$ cat src/rtl/bpm_tap_detector.sv
// Tap-tempo front end. It synchronises the tap button, measures the clk interval
// between accepted taps, and converts that interval to BPM with a serial divider.
module bpm_tap_detector #(
  parameter longint CLK_FREQ = 100_000_000,
  parameter int     BPM_MIN  = 30,
  parameter int     BPM_MAX  = 240,
  parameter int     BPM_W    = 9
) (
  input  logic             clk,
  input  logic             rst,
  input  logic             tap,
  output logic [BPM_W-1:0] bpm,
  output logic             bpm_valid,
  output logic             locked,
  output logic             beat,
  output logic             busy
);

  localparam logic [33:0] DIVIDEND   = 34'(CLK_FREQ * 60);
  localparam logic [33:0] MIN_PERIOD = 34'(CLK_FREQ * 60 / BPM_MAX);
  localparam logic [33:0] MAX_PERIOD = 34'(CLK_FREQ * 60 / BPM_MIN);

  typedef enum logic {IDLE, MEASURE} state_t;
  typedef enum logic [1:0] {DIV_IDLE, DIV_RUN, DIV_DONE} dstate_t;

  // sync_q[0..1] is the two-flop synchroniser, sync_q[2] holds the previous level
  logic [2:0]  sync_q;
  logic        tap_rise;
  state_t      state, state_n;
  logic [33:0] cnt, cnt_n, cnt_inc;
  logic        start;
  dstate_t     dstate, dstate_n;
  logic [33:0] divisor, rem, dq;
  logic [5:0]  iter;
  logic [34:0] trial;
  logic        ge;
  logic [33:0] rem_n, q_n;

  // Synchronise the async tap and register a single-cycle rising-edge pulse
  always_ff @(posedge clk or posedge rst) begin
    if (rst) begin
      sync_q   <= '0;
      tap_rise <= 1'b0;
    end else begin
      sync_q   <= {sync_q[1:0], tap};
      tap_rise <= sync_q[1] & ~sync_q[2];
    end
  end

  assign cnt_inc = cnt + 34'd1;

  // Measurement FSM state and interval counter
  always_ff @(posedge clk or posedge rst) begin
    if (rst) begin
      state <= IDLE;
      cnt   <= '0;
    end else begin
      state <= state_n;
      cnt   <= cnt_n;
    end
  end

  // Accept/reject/timeout decisions; a tap wins over a simultaneous timeout
  always_comb begin
    state_n = state;
    cnt_n   = cnt_inc;
    beat    = 1'b0;
    start   = 1'b0;
    case (state)
      IDLE: begin
        cnt_n = '0;
        if (tap_rise) begin
          state_n = MEASURE;
          beat    = 1'b1;
        end
      end
      MEASURE: begin
        if (tap_rise && cnt_inc >= MIN_PERIOD) begin
          beat  = 1'b1;
          start = 1'b1;
          cnt_n = '0;
        end else if (!tap_rise && cnt_inc == MAX_PERIOD) begin
          state_n = IDLE;
          cnt_n   = '0;
        end
      end
      default: state_n = IDLE;
    endcase
  end

  assign locked = (state == MEASURE);

  // One restoring step: shift the next dividend bit into the partial remainder
  assign trial = {rem, dq[33]};
  assign ge    = (trial >= {1'b0, divisor});
  assign rem_n = ge ? 34'(trial - {1'b0, divisor}) : trial[33:0];
  assign q_n   = {dq[32:0], ge};

  // Divider sequencing: 34 iterations, then one DONE cycle that publishes bpm
  always_comb begin
    dstate_n = dstate;
    case (dstate)
      DIV_IDLE: if (start) dstate_n = DIV_RUN;
      DIV_RUN:  if (iter == 6'd33) dstate_n = DIV_DONE;
      DIV_DONE: dstate_n = DIV_IDLE;
      default:  dstate_n = DIV_IDLE;
    endcase
  end

  // Divider state register
  always_ff @(posedge clk or posedge rst) begin
    if (rst) dstate <= DIV_IDLE;
    else     dstate <= dstate_n;
  end

  // Divider datapath; dq holds remaining dividend bits and accumulates the quotient
  always_ff @(posedge clk or posedge rst) begin
    if (rst) begin
      divisor <= '0;
      rem     <= '0;
      dq      <= '0;
      iter    <= '0;
      bpm     <= '0;
    end else if (dstate == DIV_IDLE && start) begin
      divisor <= cnt_inc;
      rem     <= '0;
      dq      <= DIVIDEND;
      iter    <= '0;
    end else if (dstate == DIV_RUN) begin
      rem  <= rem_n;
      dq   <= q_n;
      iter <= iter + 6'd1;
      if (iter == 6'd33) bpm <= q_n[BPM_W-1:0];
    end
  end

  assign bpm_valid = (dstate == DIV_DONE);
  assign busy      = (dstate != DIV_IDLE);

endmodule
$ cat config.mk
export PLATFORM = sky130hd
export DESIGN_NAME = bpm_tap_detector
export DESIGN_NICKNAME = d
export VERILOG_FILES = /design/src/rtl/bpm_tap_detector.sv
export SDC_FILE = /design/constraint.sdc
export NUM_CORES = 1
export LEC_CHECK = 0
export ABC_AREA = 1
export BUFFER_PORTS_ARGS = -buffer_cell sky130_fd_sc_hd__buf_2
export CELL_PAD_IN_SITES_DETAIL_PLACEMENT = 0
export CELL_PAD_IN_SITES_GLOBAL_PLACEMENT = 1
export CORE_UTILIZATION = 50
export DETAILED_ROUTE_END_ITERATION = 8
export PLACE_DENSITY = 0.9
export SKIP_LAST_GASP = 1
export SLEW_MARGIN = 25
export SYNTH_ARGS = -nofsm -noshare
export SYNTH_HDL_FRONTEND = slang
export SYNTH_SLANG_ARGS = --single-unit
export TNS_END_PERCENT = 30
$ cat constraint.sdc
create_clock -name clk -period 9.25 [get_ports clk]
set_input_delay 1.3875 -clock clk [delete_from_list [all_inputs] [get_ports clk]]
set_output_delay 1.3875 -clock clk [all_outputs]
set_load 0.05 [all_outputs]
== Word-level counts from Yosys, hierarchy flattened ==
Index checks and enable logic that the tools add are counted.
Word-level totals
  flip-flop bits (word level): 158
  input port bits: 3
  output and inout bits: 13
  logic and storage cells: 54
Operators by class
  add/sub/neg operators: 3
  order comparisons: 2
  eq/ne operators: 6
  muxes and demuxes: 20
  bitwise gates (word level): 4
  reduce and logical (&&, ||, !) cells: 9
Operators by type and width (number)
  $mux W34: 7
  $pmux W34 S2: 1
  $ge A35 B34 Y1: 1
  $add A34 B1 Y34 const B: 1
  $eq A34 B28 Y1 const B: 1
  $ge A34 B25 Y1 const B: 1
  $sub A34 B34 Y34: 1
  $mux W6: 2
  $add A6 B1 Y6 const B: 1
  $eq A6 B6 Y1 const B: 1
  $mux W1: 5
  $mux W2: 2
  $ne A2 B2 Y1 const B: 2
  $pmux W1 S2: 2
  $pmux W2 S2: 1
  $reduce_bool A2 Y1: 2
  $logic_and A1 B1 Y1: 3
  $not A1 Y1: 3
  $reduce_and A3 Y1: 1
  $eq A2 B1 Y1 const B: 1
  $eq A2 B2 Y1 const B: 1
  $logic_not A2 Y1: 1
  $reduce_and A2 Y1: 1
  $and A1 B1 Y1: 1
  $logic_not A1 Y1: 1

== Depth between registers and ports, before layout ==
  depth in word-level cells: 8
  gate-level depth with buffers: 20
  mapped depth without buffers: 18

== Worst setup path after synthesis ==
Ideal clock, no wire load.
  kind: reg2out
  from: register cnt[0]
  to: output beat
  arrival time: 2.262 ns
  required time: 7.863 ns
  path slack: 5.600 ns
  stages on the path, launching flop included: 17
  path buffers: 0
  path through: dfrtp_1 ha_1 nand3_2 inv_2 nand2_2 nor2_1 nand2_1 nand2_1 inv_1 a21oi_1 nand2_1 inv_1 nand2_1 nand2_1 nand2_2 nand2_1 o21ai_0
On the way
  longest elaborated chain between the ends: 5
Ends and longest elaborated chain
  start, declared: line 30  | logic [33:0] cnt, cnt_n, cnt_inc;
  start signal, assigned: line 59  | cnt <= cnt_n;
  $add A34 B1 Y34: line 50  | assign cnt_inc = cnt + 34'd1;
  $ge A34 B25 Y1: line 78  | if (tap_rise && cnt_inc >= MIN_PERIOD) begin
  $logic_and A1 B1 Y1: line 78
  $mux W1: line 78
  $pmux W1 S2: line 69  | case (state)
  end, declared: line 15  | output logic beat,
No other way between the ends.

== Final worst setup path ==
Same ends and word-level chain as after synthesis.

==> impl_metrics.toml <==
[worst_setup_path]
crit_chain = "ha_1 > nand3_2 > nor2_1 > nand3b_1 > xnor2_1 > nand3b_1 > nor2_1 > nand2_1 > nand2_2 > nand2_1 > o21ai_0 > buf_2"
cpMaxStageDelayCell = "dfrtp_1"
worstSetupPathType = "reg -> out"
critPathLaunchType = "flop"
crit_path_end_kind = "primary output"
cpPeakStageDelay_ns = 0.40
path_max_fanout = 5
cp.arrival_ns = 2.98
rrSetupSlack_ns = 5.62
crit_required_ns = 7.86

[clocking]
cts.path.max_buffers = 2
ctsResizeCount = 0
clock_sinks = 158
cts_hold_buf = 0
cts_tree = "built"
clkSlewWorstSetupHoldPaths_ns = 0.07
cts_root_buf = "clkbuf_16"
cts_setup_buffers = 0
clock_latency_ns = 0.44
numCtsBuffers = 17
htree_levels = 4

[placement]
gp_congestion = 0.908
numPlacedInstances = 1548
dp_hpwl_um = 18100
numPortBuffers = 15

[grt]
grt_pass1_wl_um = 40900
grtUsageTotal = 0.264
grt-ovfl-total = 0
grt_pass1_vias = 7872
grt_max_degree = 101
antenna_found_initial = 0

[synth]
syn_inst = 1336
yosysUniqueCellTypes = 39
synth_nets = 1377
yosysSeqAreaShare = 0.412
postSynthAreaPerCell_um2 = 7.18
yosys_warnings = 0
synth_area_um2 = 9590
synth_seq_cells = 158

[timing]
worst_pin_slew_ns = 0.947
min_period_ns = 4.37
maxSlewHeadroom = 0.369
finClkSkew_ns = 0.0120
setup_violations = 0
drv_slew = 0
tns_ns = 0
hold_violations = 0
rsz0062_at_grt = "false"
fmax_mhz = 229
fin_crit_sh = 0.473

[power_and_ir_drop]
total_power_mw = 1.51
clkPwrFrac = 0.476
leakagePower_nw = 5.53
worst_ir_drop_vdd_mv = 0.123
power_per_cell_area_nw_per_um2 = 146
sequentialPowerShare = 0.474
internal_power_mw = 1.13
swShare = 0.256
combPwrFrac = 0.050
power_switching_uw = 388

[die]
die_w_um = 140
row_count = 50
pin_count = 16
start_util = 0.511
dieArea_um2 = 19700
coreArea_um2 = 18800
dieHeight_um = 140

[drt]
num_vias = 8493
drtIter0Drc = 602
drcViolationCount = 0
wl_per_cell_um = 15.6
final_antenna_net_count = 0
drt-pass1-iter-count = 5
wl_um = 24700
viasPerCell = 5.38

[finish]
syn_to_final_growth_pct = 8.15
utilization = 0.553
final_cells = 1580
mostFrequentLayoutCells = "nand2_1 (372), nor2_1 (175), dfrtp_1 (158)"
nNetsFinal = 1374
diodes = 0
final_common_cell = "nand2_1"
nFillCells = 1894
drive_gt1_frac = 0.0594

[min_path]
hold_path_class = "reg -> reg"

[run_status]
status = "finished, final reports clean"

[run]
cap_violations = 0
## per-layer routing
metal / GRT usage / routed length [um]
met1: 0.389 / 12200
met2: 0.407 / 11100
met3: 0.0386 / 975
met4: 0.0721 / 405
met5: 0 / 0
## final timing paths
check,start,to,cells after the start
worst max-delay path,cnt[0],beat,12
worst min-delay path,sync_q[0],sync_q[1],0
worst max register to register,cnt[0],dq[30],14
worst min register to register,sync_q[0],sync_q[1],0
max in group asynchronous,rst,cnt[25],3
min in group asynchronous,rst,dq[16],2
## cell families (layout without fill, tap and decap cells)
logic type	count (synthesis)	count (layout)	synth area share
and+or+nand+nor	739	739	0.323
buffers and inverters	184	194	0.0791
AOI/OAI and AO/OA	182	182	0.103
DFF	158	158	0.412
adders and majority gates	38	38	0.0504
xor gates and xnor gates	35	35	0.0320
## flip-flops by register name, indices dropped and copies added, names as in the netlist
register  cells
iter          6
locked        1
bpm           9
dstate        2
sync_q        3
cnt          34
divisor      34
tap_rise      1
rem          34
dq           34
## area by class of cell
type	count	area (um^2)	area share
clock inverters	13	154	0.0148
clock buffers	19	433	0.0417
repair buffers	20	113	0.0109
multi-input cells	994	4890	0.471
inverters	142	538	0.0519
well taps	234	293	0.0282
flip-flops and latches	158	3950	0.381
## per-stage QoR
stage	hold slack [ns]	setup WS (ns)	area (um^2)
2_1_floorplan	0.331	3.60	9590
3_3_place_gp	0.340	5.40	9790
3_5_place_dp	0.337	5.38	9790
4_1_cts	0.352	4.89	10400
5_1_grt	0.359	4.68	10400
6_report	0.350	4.88	10400
## power by group through the flow
stage	logic, mW	registers [mW]	clock network (mW)
finish	0.0752	0.717	0.720
global route	0.0829	0.719	0.757
global placement	0.0754	0.729	0
floorplan	0.0498	0.730	0
CTS	0.0769	0.717	0.731
detailed placement	0.0768	0.730	0
## synth_stat cells, drive strengths merged
master   count  share of area
a21boi       2         0.0016
buf         24          0.016
nor3        23          0.012
nand3b       6         0.0047
a31oi        2         0.0013
nor4         2         0.0013
dfrtp      158           0.41
nand2      375           0.15
o211ai       9         0.0070
xnor2       22          0.020
o31ai        1        0.00078
nand3      123          0.067
o2111ai      1        0.00091
o21ai       95          0.050
inv        141          0.055
nand4       15         0.0098
a211oi       1        0.00078
nor2       181          0.073
fa           1         0.0021
ha          37          0.048
o21a         2         0.0016
o21bai       5         0.0039
clkinv       1        0.00039
clkbuf      18         0.0070
a21o         6         0.0047
a21oi       57          0.030
o211a        1         0.0010
xor2        13          0.012
or2         14         0.0091
## worst max-delay path: cells and delay by family (launching register included)
| kind | cells | cell delay, ns |
|---|---|---|
| and+or+nand+nor | 8 | 1.19 |
| DFF | 1 | 0.40 |
| adders and majority gates | 1 | 0.31 |
| buffers and inverters | 1 | 0.29 |
| xor gates and xnor gates | 1 | 0.26 |
| AOI/OAI and AO/OA | 1 | 0.11 |
(Power assumes the default switching activity.)
